## config.mk

```make
export PLATFORM = sky130hd
export DESIGN_NAME = stock_cmd_scheduler
export DESIGN_NICKNAME = d
export VERILOG_FILES = /design/src/rtl/stock_cmd_scheduler.sv
export SDC_FILE = /design/constraint.sdc
export NUM_CORES = 1
export LEC_CHECK = 0
export CAP_MARGIN = 10
export CORE_ASPECT_RATIO = 1.5
export CORE_MARGIN = 1.5
export CORE_UTILIZATION = 50
export CTS_CLUSTER_SIZE = 25
export DETAILED_ROUTE_END_ITERATION = 6
export GPL_TIMING_DRIVEN = 0
export PLACE_DENSITY_LB_ADDON = 0.12
export SLEW_MARGIN = 15
export SYNTH_ARGS = -nofsm -noshare
export SYNTH_HDL_FRONTEND = slang
export SYNTH_SLANG_ARGS = --single-unit
```

## constraint.sdc

```tcl
create_clock -name clk -period 3.11 [get_ports clk]
set_input_delay 0.622 -clock clk [delete_from_list [all_inputs] [get_ports clk]]
set_output_delay 0.622 -clock clk [all_outputs]
set_load 0.02 [all_outputs]
```

## src/rtl/stock_cmd_scheduler.sv

```systemverilog
// rtl/stock_cmd_scheduler.sv - host command FIFO and one-at-a-time issuer for stock_weight units
module stock_cmd_scheduler #(
  parameter int NUM_STOCKS     = 4,
  parameter int IDX_W          = 2,
  parameter int FIFO_DEPTH     = 4,
  parameter int TIMEOUT_CYCLES = 16
) (
  input  logic                     clk,
  input  logic                     rst,
  input  logic                     host_valid,
  output logic                     host_ready,
  input  logic [IDX_W-1:0]         host_stock,
  input  logic [47:0]              host_data,
  output logic                     resp_valid,
  input  logic                     resp_ready,
  output logic [IDX_W-1:0]         resp_stock,
  output logic [1:0]               resp_status,
  output logic [39:0]              resp_data,
  output logic                     sw_data_valid,
  output logic [NUM_STOCKS-1:0]    sw_stock_selected,
  output logic [47:0]              sw_data,
  input  logic [NUM_STOCKS-1:0]    sw_data_ready,
  input  logic [NUM_STOCKS*40-1:0] sw_out,
  output logic                     busy
);

  localparam int PTR_W   = (FIFO_DEPTH > 1) ? $clog2(FIFO_DEPTH) : 1;
  localparam int CNT_W   = $clog2(FIFO_DEPTH + 1);
  localparam int TMO_W   = (TIMEOUT_CYCLES > 1) ? $clog2(TIMEOUT_CYCLES) : 1;
  localparam int ENTRY_W = IDX_W + 48;

  localparam logic [1:0] ST_OK        = 2'b00;
  localparam logic [1:0] ST_TIMEOUT   = 2'b01;
  localparam logic [1:0] ST_BAD_CMD   = 2'b10;
  localparam logic [1:0] ST_BAD_STOCK = 2'b11;

  typedef enum logic [1:0] {S_IDLE, S_ISSUE, S_WAIT, S_RESP} state_t;

  state_t state, state_n;

  // FIFO storage and bookkeeping
  logic [ENTRY_W-1:0] fifo_mem [FIFO_DEPTH];
  logic [PTR_W-1:0]   wr_ptr, rd_ptr;
  logic [CNT_W-1:0]   count;
  logic               fifo_empty, fifo_full, push, pop;

  logic [ENTRY_W-1:0] head;
  logic [IDX_W-1:0]   head_stock;
  logic [47:0]        head_data;
  logic [7:0]         head_cmd;
  logic               stock_ok, cmd_ok;

  // Selected unit of the in-flight command and its WAIT budget
  logic [IDX_W-1:0]   sel_idx, sel_idx_n;
  logic [TMO_W-1:0]   tmo_cnt, tmo_cnt_n;
  logic               tmo_last, sel_ready;
  logic [39:0]        unit_out [NUM_STOCKS];
  logic [39:0]        sel_out;

  logic                  resp_valid_n, sw_data_valid_n;
  logic [IDX_W-1:0]      resp_stock_n;
  logic [1:0]            resp_status_n;
  logic [39:0]           resp_data_n;
  logic [NUM_STOCKS-1:0] sw_sel_n;
  logic [47:0]           sw_data_n;

  assign fifo_empty = (count == '0);
  assign fifo_full  = (count == CNT_W'(FIFO_DEPTH));
  assign host_ready = !fifo_full;
  assign push       = host_valid && !fifo_full;
  assign pop        = (state == S_IDLE) && !fifo_empty;

  assign head       = fifo_mem[rd_ptr];
  assign head_stock = head[ENTRY_W-1:48];
  assign head_data  = head[47:0];
  assign head_cmd   = head_data[47:40];
  assign stock_ok   = (32'(head_stock) < 32'(NUM_STOCKS));
  assign cmd_ok     = (head_cmd >= 8'h0A) && (head_cmd <= 8'h0E);

  for (genvar g = 0; g < NUM_STOCKS; g++) begin : g_unit_out
    assign unit_out[g] = sw_out[g*40 +: 40];
  end

  assign sel_out   = unit_out[sel_idx];
  assign sel_ready = sw_data_ready[sel_idx];
  assign tmo_last  = (tmo_cnt == TMO_W'(TIMEOUT_CYCLES - 1));
  assign busy      = (state != S_IDLE) || !fifo_empty;

  // FIFO data array; entries are not reset, only the pointers are
  always_ff @(posedge clk) begin
    if (push) fifo_mem[wr_ptr] <= {host_stock, host_data};
  end

  // FIFO pointers and occupancy; simultaneous push and pop leave count unchanged
  always_ff @(posedge clk) begin
    if (rst) begin
      wr_ptr <= '0;
      rd_ptr <= '0;
      count  <= '0;
    end else begin
      if (push) wr_ptr <= wr_ptr + 1'b1;
      if (pop)  rd_ptr <= rd_ptr + 1'b1;
      case ({push, pop})
        2'b10:   count <= count + 1'b1;
        2'b01:   count <= count - 1'b1;
        default: count <= count;
      endcase
    end
  end

  // State register plus every registered output
  always_ff @(posedge clk) begin
    if (rst) begin
      state             <= S_IDLE;
      sel_idx           <= '0;
      tmo_cnt           <= '0;
      resp_valid        <= 1'b0;
      resp_stock        <= '0;
      resp_status       <= '0;
      resp_data         <= '0;
      sw_data_valid     <= 1'b0;
      sw_stock_selected <= '0;
      sw_data           <= '0;
    end else begin
      state             <= state_n;
      sel_idx           <= sel_idx_n;
      tmo_cnt           <= tmo_cnt_n;
      resp_valid        <= resp_valid_n;
      resp_stock        <= resp_stock_n;
      resp_status       <= resp_status_n;
      resp_data         <= resp_data_n;
      sw_data_valid     <= sw_data_valid_n;
      sw_stock_selected <= sw_sel_n;
      sw_data           <= sw_data_n;
    end
  end

  // Next-state: rejects skip the bus and go straight to RESP
  always_comb begin
    state_n = state;
    case (state)
      S_IDLE:  if (!fifo_empty) state_n = (stock_ok && cmd_ok) ? S_ISSUE : S_RESP;
      S_ISSUE: state_n = S_WAIT;
      S_WAIT:  if (sel_ready || tmo_last) state_n = S_RESP;
      S_RESP:  if (resp_ready) state_n = S_IDLE;
      default: state_n = S_IDLE;
    endcase
  end

  // Next values of the registered outputs; anything not touched holds
  always_comb begin
    resp_valid_n    = resp_valid;
    resp_stock_n    = resp_stock;
    resp_status_n   = resp_status;
    resp_data_n     = resp_data;
    sw_data_valid_n = sw_data_valid;
    sw_sel_n        = sw_stock_selected;
    sw_data_n       = sw_data;
    sel_idx_n       = sel_idx;
    tmo_cnt_n       = tmo_cnt;
    case (state)
      S_IDLE: begin
        if (!fifo_empty) begin
          if (!stock_ok) begin
            resp_valid_n  = 1'b1;
            resp_stock_n  = head_stock;
            resp_status_n = ST_BAD_STOCK;
            resp_data_n   = '0;
          end else if (!cmd_ok) begin
            resp_valid_n  = 1'b1;
            resp_stock_n  = head_stock;
            resp_status_n = ST_BAD_CMD;
            resp_data_n   = '0;
          end else begin
            sw_data_valid_n = 1'b1;
            sw_sel_n        = NUM_STOCKS'(1) << head_stock;
            sw_data_n       = head_data;
            sel_idx_n       = head_stock;
          end
        end
      end
      S_ISSUE: begin
        sw_data_valid_n = 1'b0;
        sw_sel_n        = '0;
        tmo_cnt_n       = '0;
      end
      S_WAIT: begin
        if (sel_ready) begin
          resp_valid_n  = 1'b1;
          resp_stock_n  = sel_idx;
          resp_status_n = ST_OK;
          resp_data_n   = sel_out;
        end else if (tmo_last) begin
          resp_valid_n  = 1'b1;
          resp_stock_n  = sel_idx;
          resp_status_n = ST_TIMEOUT;
          resp_data_n   = '0;
        end else begin
          tmo_cnt_n = tmo_cnt + 1'b1;
        end
      end
      S_RESP: begin
        if (resp_ready) resp_valid_n = 1'b0;
      end
      default: ;
    endcase
  end

endmodule

```

==> impl_metrics.tcl <==
set metrics [dict create \
    cpLargestDelayFamily "buffers and inverters" \
    worst_pin_slew_ns 0.925 \
    sequential_cell_area_um2 8310 \
    clockRootBuffer "clkbuf_16" \
    maxCapViolCount 0 \
    final_hold_slack_ns 0.453 \
    fmax_ghz 0.342 \
    timing_max_transition_violations_final 0 \
    leak_pwr_nw 5.92 \
    drt_first_iter_violations 449 \
    global_route.overflow_total 0 \
    pin_count_of_the_biggest_net_entering_global_routing 46 \
    grt_first_pass_wirelength_um 52900 \
    placement_rows 71 \
    grt.total_usage_pct 26.1 \
    drc 0 \
    drt.antenna.violating_nets 0 \
    post_cts_clock_slew_at_the_launch_and_capture_registers_of_the_worst_setup_and_hold_paths_ns 0.07 \
    io_pins 318 \
    number_of_enable_flip_flop_cells_after_synthesis 200 \
    critical_path.endpoint_type "flop" \
    route.detailed.wl_per_inst_um 22.6 \
    most_used_cell_cp "clkbuf_1" \
    worstPathArrival_ns 3.39 \
    dp.final_hpwl_um 25600 \
    number_of_antenna_violations_at_the_first_check_in_global_routing 3 \
    fillerInstances 1775 \
    sequential_fraction_of_the_synthesis_area_pct 64.3 \
    power.internal_mw 8.58 \
    num_antenna_cells 0 \
    worst_case_clock_skew_ns 0.0251 \
    core_area_um2 25200 \
    synth_async_sr_flop_share_pct 0 \
    critical_path.slowest_cell "mux4_2" \
    crit_path_cell_trace "buf_6, mux4_2, nor2_1, or2_1, clkbuf_1, clkbuf_1, clkbuf_1, o311ai_1, o31ai_2" \
    multi_input_area_um2 4290 \
    tightest_slew_margin_relative_to_the_limit_pct 38.3 \
    finalHoldViolCount 0 \
    placement.setup.worst_slack_ns 0.154 \
    synthesis.area_per_instance_um2 15.0 \
    cp_max_fo 10 \
    setup_viol 0 \
    worstHoldPathType "flop to flop" \
    detailroute.via_count 8899 \
    clockPowerShare_pct 32.2 \
    holdBufCountCts 0 \
    postRouteWirelength_um 35300 \
    final_layout_size_suffix_gt1_share_pct 12.7 \
    num-nets-final 1443 \
    die_area_um2 26900 \
    switching_share_pct 28.4 \
    synth.net_count 1092 \
    final_core_utilization_pct 70.0 \
    avgViaCountPerCell 5.69 \
    ys_dominant_reg_cell "edfxtp_1" \
    final_min_period_over_clock_period_pct 94.0 \
    area_growth_syn_to_layout_pct 36.7 \
    holdCritStartpoint "sw_data[43]$_SDFFE_PP0P_" \
    seq_power_share_pct 42.0 \
    clock_path_buffers 3 \
    pwr_density_cell_nw_per_um2 678 \
    cts-buffers-inserted 29 \
    yosys_register_bits 315 \
    count_of_tritonroute_iterations_in_the_first_routing_pass 5 \
    category_of_the_most_critical_setup_path "flop to flop" \
    power.total_mw 12.0 \
    synthesis.area_um2 12900 \
    setup-tns-final_ns 0 \
    finalWorstSetupSlack_ns 0.186 \
    clock_tree_from_tritoncts "done" \
    post-route-min-period_ns 2.92 \
    critPathMaxStageDelay_ns 0.54 \
    clk_latency_ns 0.56 \
    required_ns 3.58 \
    netSwitchingPower_mw 3.40 \
    floorplan.initialDensity_pct 51.2 \
    die_width_um 134 \
    unrepaired_setup_endpoints_after_global_routing "false" \
    clock-sinks 315 \
    critical_path.startpoint_type "flop" \
    die_h_um 200 \
    ir_drop_mv 0.559 \
    h_tree_depth_reported_by_cts 1 \
    synth_cell_types 49 \
    worst-path-buf-inv 4 \
    grt_pass1_vias 9350 \
    numPortBuffers 317 \
    comb_power_share_pct 25.8 \
    synthesis.instances 863 \
    gp_congestion 0.837 \
    outcome "finished, final reports clean" \
    yosysWarnings 0 \
]
[final timing paths]
path / end / slack, ns / depth (start not counted)
worst min-delay path: sw_data[43]$_SDFFE_PP0P_ / 0.45 / 2
worst min register to register: sw_data[43]$_SDFFE_PP0P_ / 0.45 / 2
worst max-delay path: sw_stock_selected[1]$_SDFFE_PP0P_ / 0.19 / 9
worst max register to register: sw_stock_selected[1]$_SDFFE_PP0P_ / 0.19 / 9
[worst min-delay path: stages (launching register included)]
cell and delay [ns]:
dfxtp_1 0.31, inv_1 0.05, a21oi_1 0.05
[registers in the layout (all words and copies together), names as in the netlist, named ones only]
register	count
fifo_mem	200
sw_data	48
resp_data	40
sw_stock_selected	4
tmo_cnt	4
count	3
rd_ptr	2
resp_status	2
resp_stock	2
sel_idx	2
state	2
wr_ptr	2
resp_valid	1
sw_data_valid	1
[layer usage]
metal | vias to the layer above | track usage (%) | part of all wire (%)
li1 | 4041 | - | -
met1 | 4375 | 30.4 | 36
met2 | 414 | 47.2 | 52
met3 | 69 | 6.84 | 9.5
met4 | 0 | 8.20 | 2.7
met5 | - | 0 | 0
[placed cells by master (no fill, tap or decap), types with 3 or more instances in the layout]
master	n
buf_1	9
nor2_1	17
mux4_2	87
a221oi_1	4
nand3_1	3
and3_4	4
nor3_1	7
buf_2	9
clkdlybuf4s50_1	316
edfxtp_1	200
ha_1	9
clkinv_2	3
and3_1	8
a21oi_1	5
clkbuf_1	55
nor4_1	3
o21ai_1	46
inv_1	18
dfxtp_1	115
clkbuf_16	29
bufinv_16	7
mux2i_1	44
xor2_1	5
nand2_1	138
o311ai_1	46
[per-stage QoR]
step / instances / cell area [um2]
3_3_place_gp: 1508 / 16500
4_1_cts: 1565 / 17700
6_report: 1565 / 17700
3_5_place_dp: 1512 / 16600
5_1_grt: 1565 / 17700
2_1_floorplan: 863 / 12900
[power by group through the flow]
stage                     clock network (mW)  logic [mW]  registers (mW)
after detailed placement                   0        3.10            5.12
final                                   3.86        3.09            5.03
after global placement                     0        3.01            5.12
after floorplan                            0        1.88            5.18
after CTS                               3.91        3.12            5.03
after global routing                    4.07        3.33            5.06
[synth_stat cells, types with 4 or more instances]
library cell | n | area, um2
mux4_2 | 87 | 1960
a21oi_1 | 5 | 25.0
buf_2 | 9 | 45.0
ha_1 | 10 | 125
a221oi_1 | 4 | 35.0
o311ai_1 | 46 | 403
inv_1 | 18 | 67.6
nor2_1 | 17 | 63.8
clkbuf_1 | 50 | 188
nor3_1 | 7 | 35.0
dfxtp_1 | 115 | 2300
mux2i_1 | 44 | 440
buf_1 | 9 | 33.8
and3_1 | 12 | 75.1
xor2_1 | 5 | 43.8
edfxtp_1 | 200 | 6010
o21ai_1 | 46 | 230
nand2_1 | 138 | 518
[cell families after synthesis]
logic type | share of synthesized area (%)
compound gates | 6.53
buf+inv | 2.76
xor+xnor | 0.474
flops | 64.3
simple gates | 6.20
fa+ha+maj | 1.12
mux | 18.6
[area by class of cell]
type	count	share of cell area, %
Clock buffer	39	4.43
Multi-Input combinational cell	460	24.3
Clock inverter	15	1.45
Timing Repair Buffer	321	18.5
Sequential cell	315	47.0
Inverter	18	0.382
Buffer	69	1.63
Tap cell	328	2.32
[what timing repair did]
item | in CTS | in global routing
endpoints found under the setup margin | 1 | 11
gates resized for setup | 1 | 5
buffers inserted | 0 | 0
(Power assumes the default switching activity.)
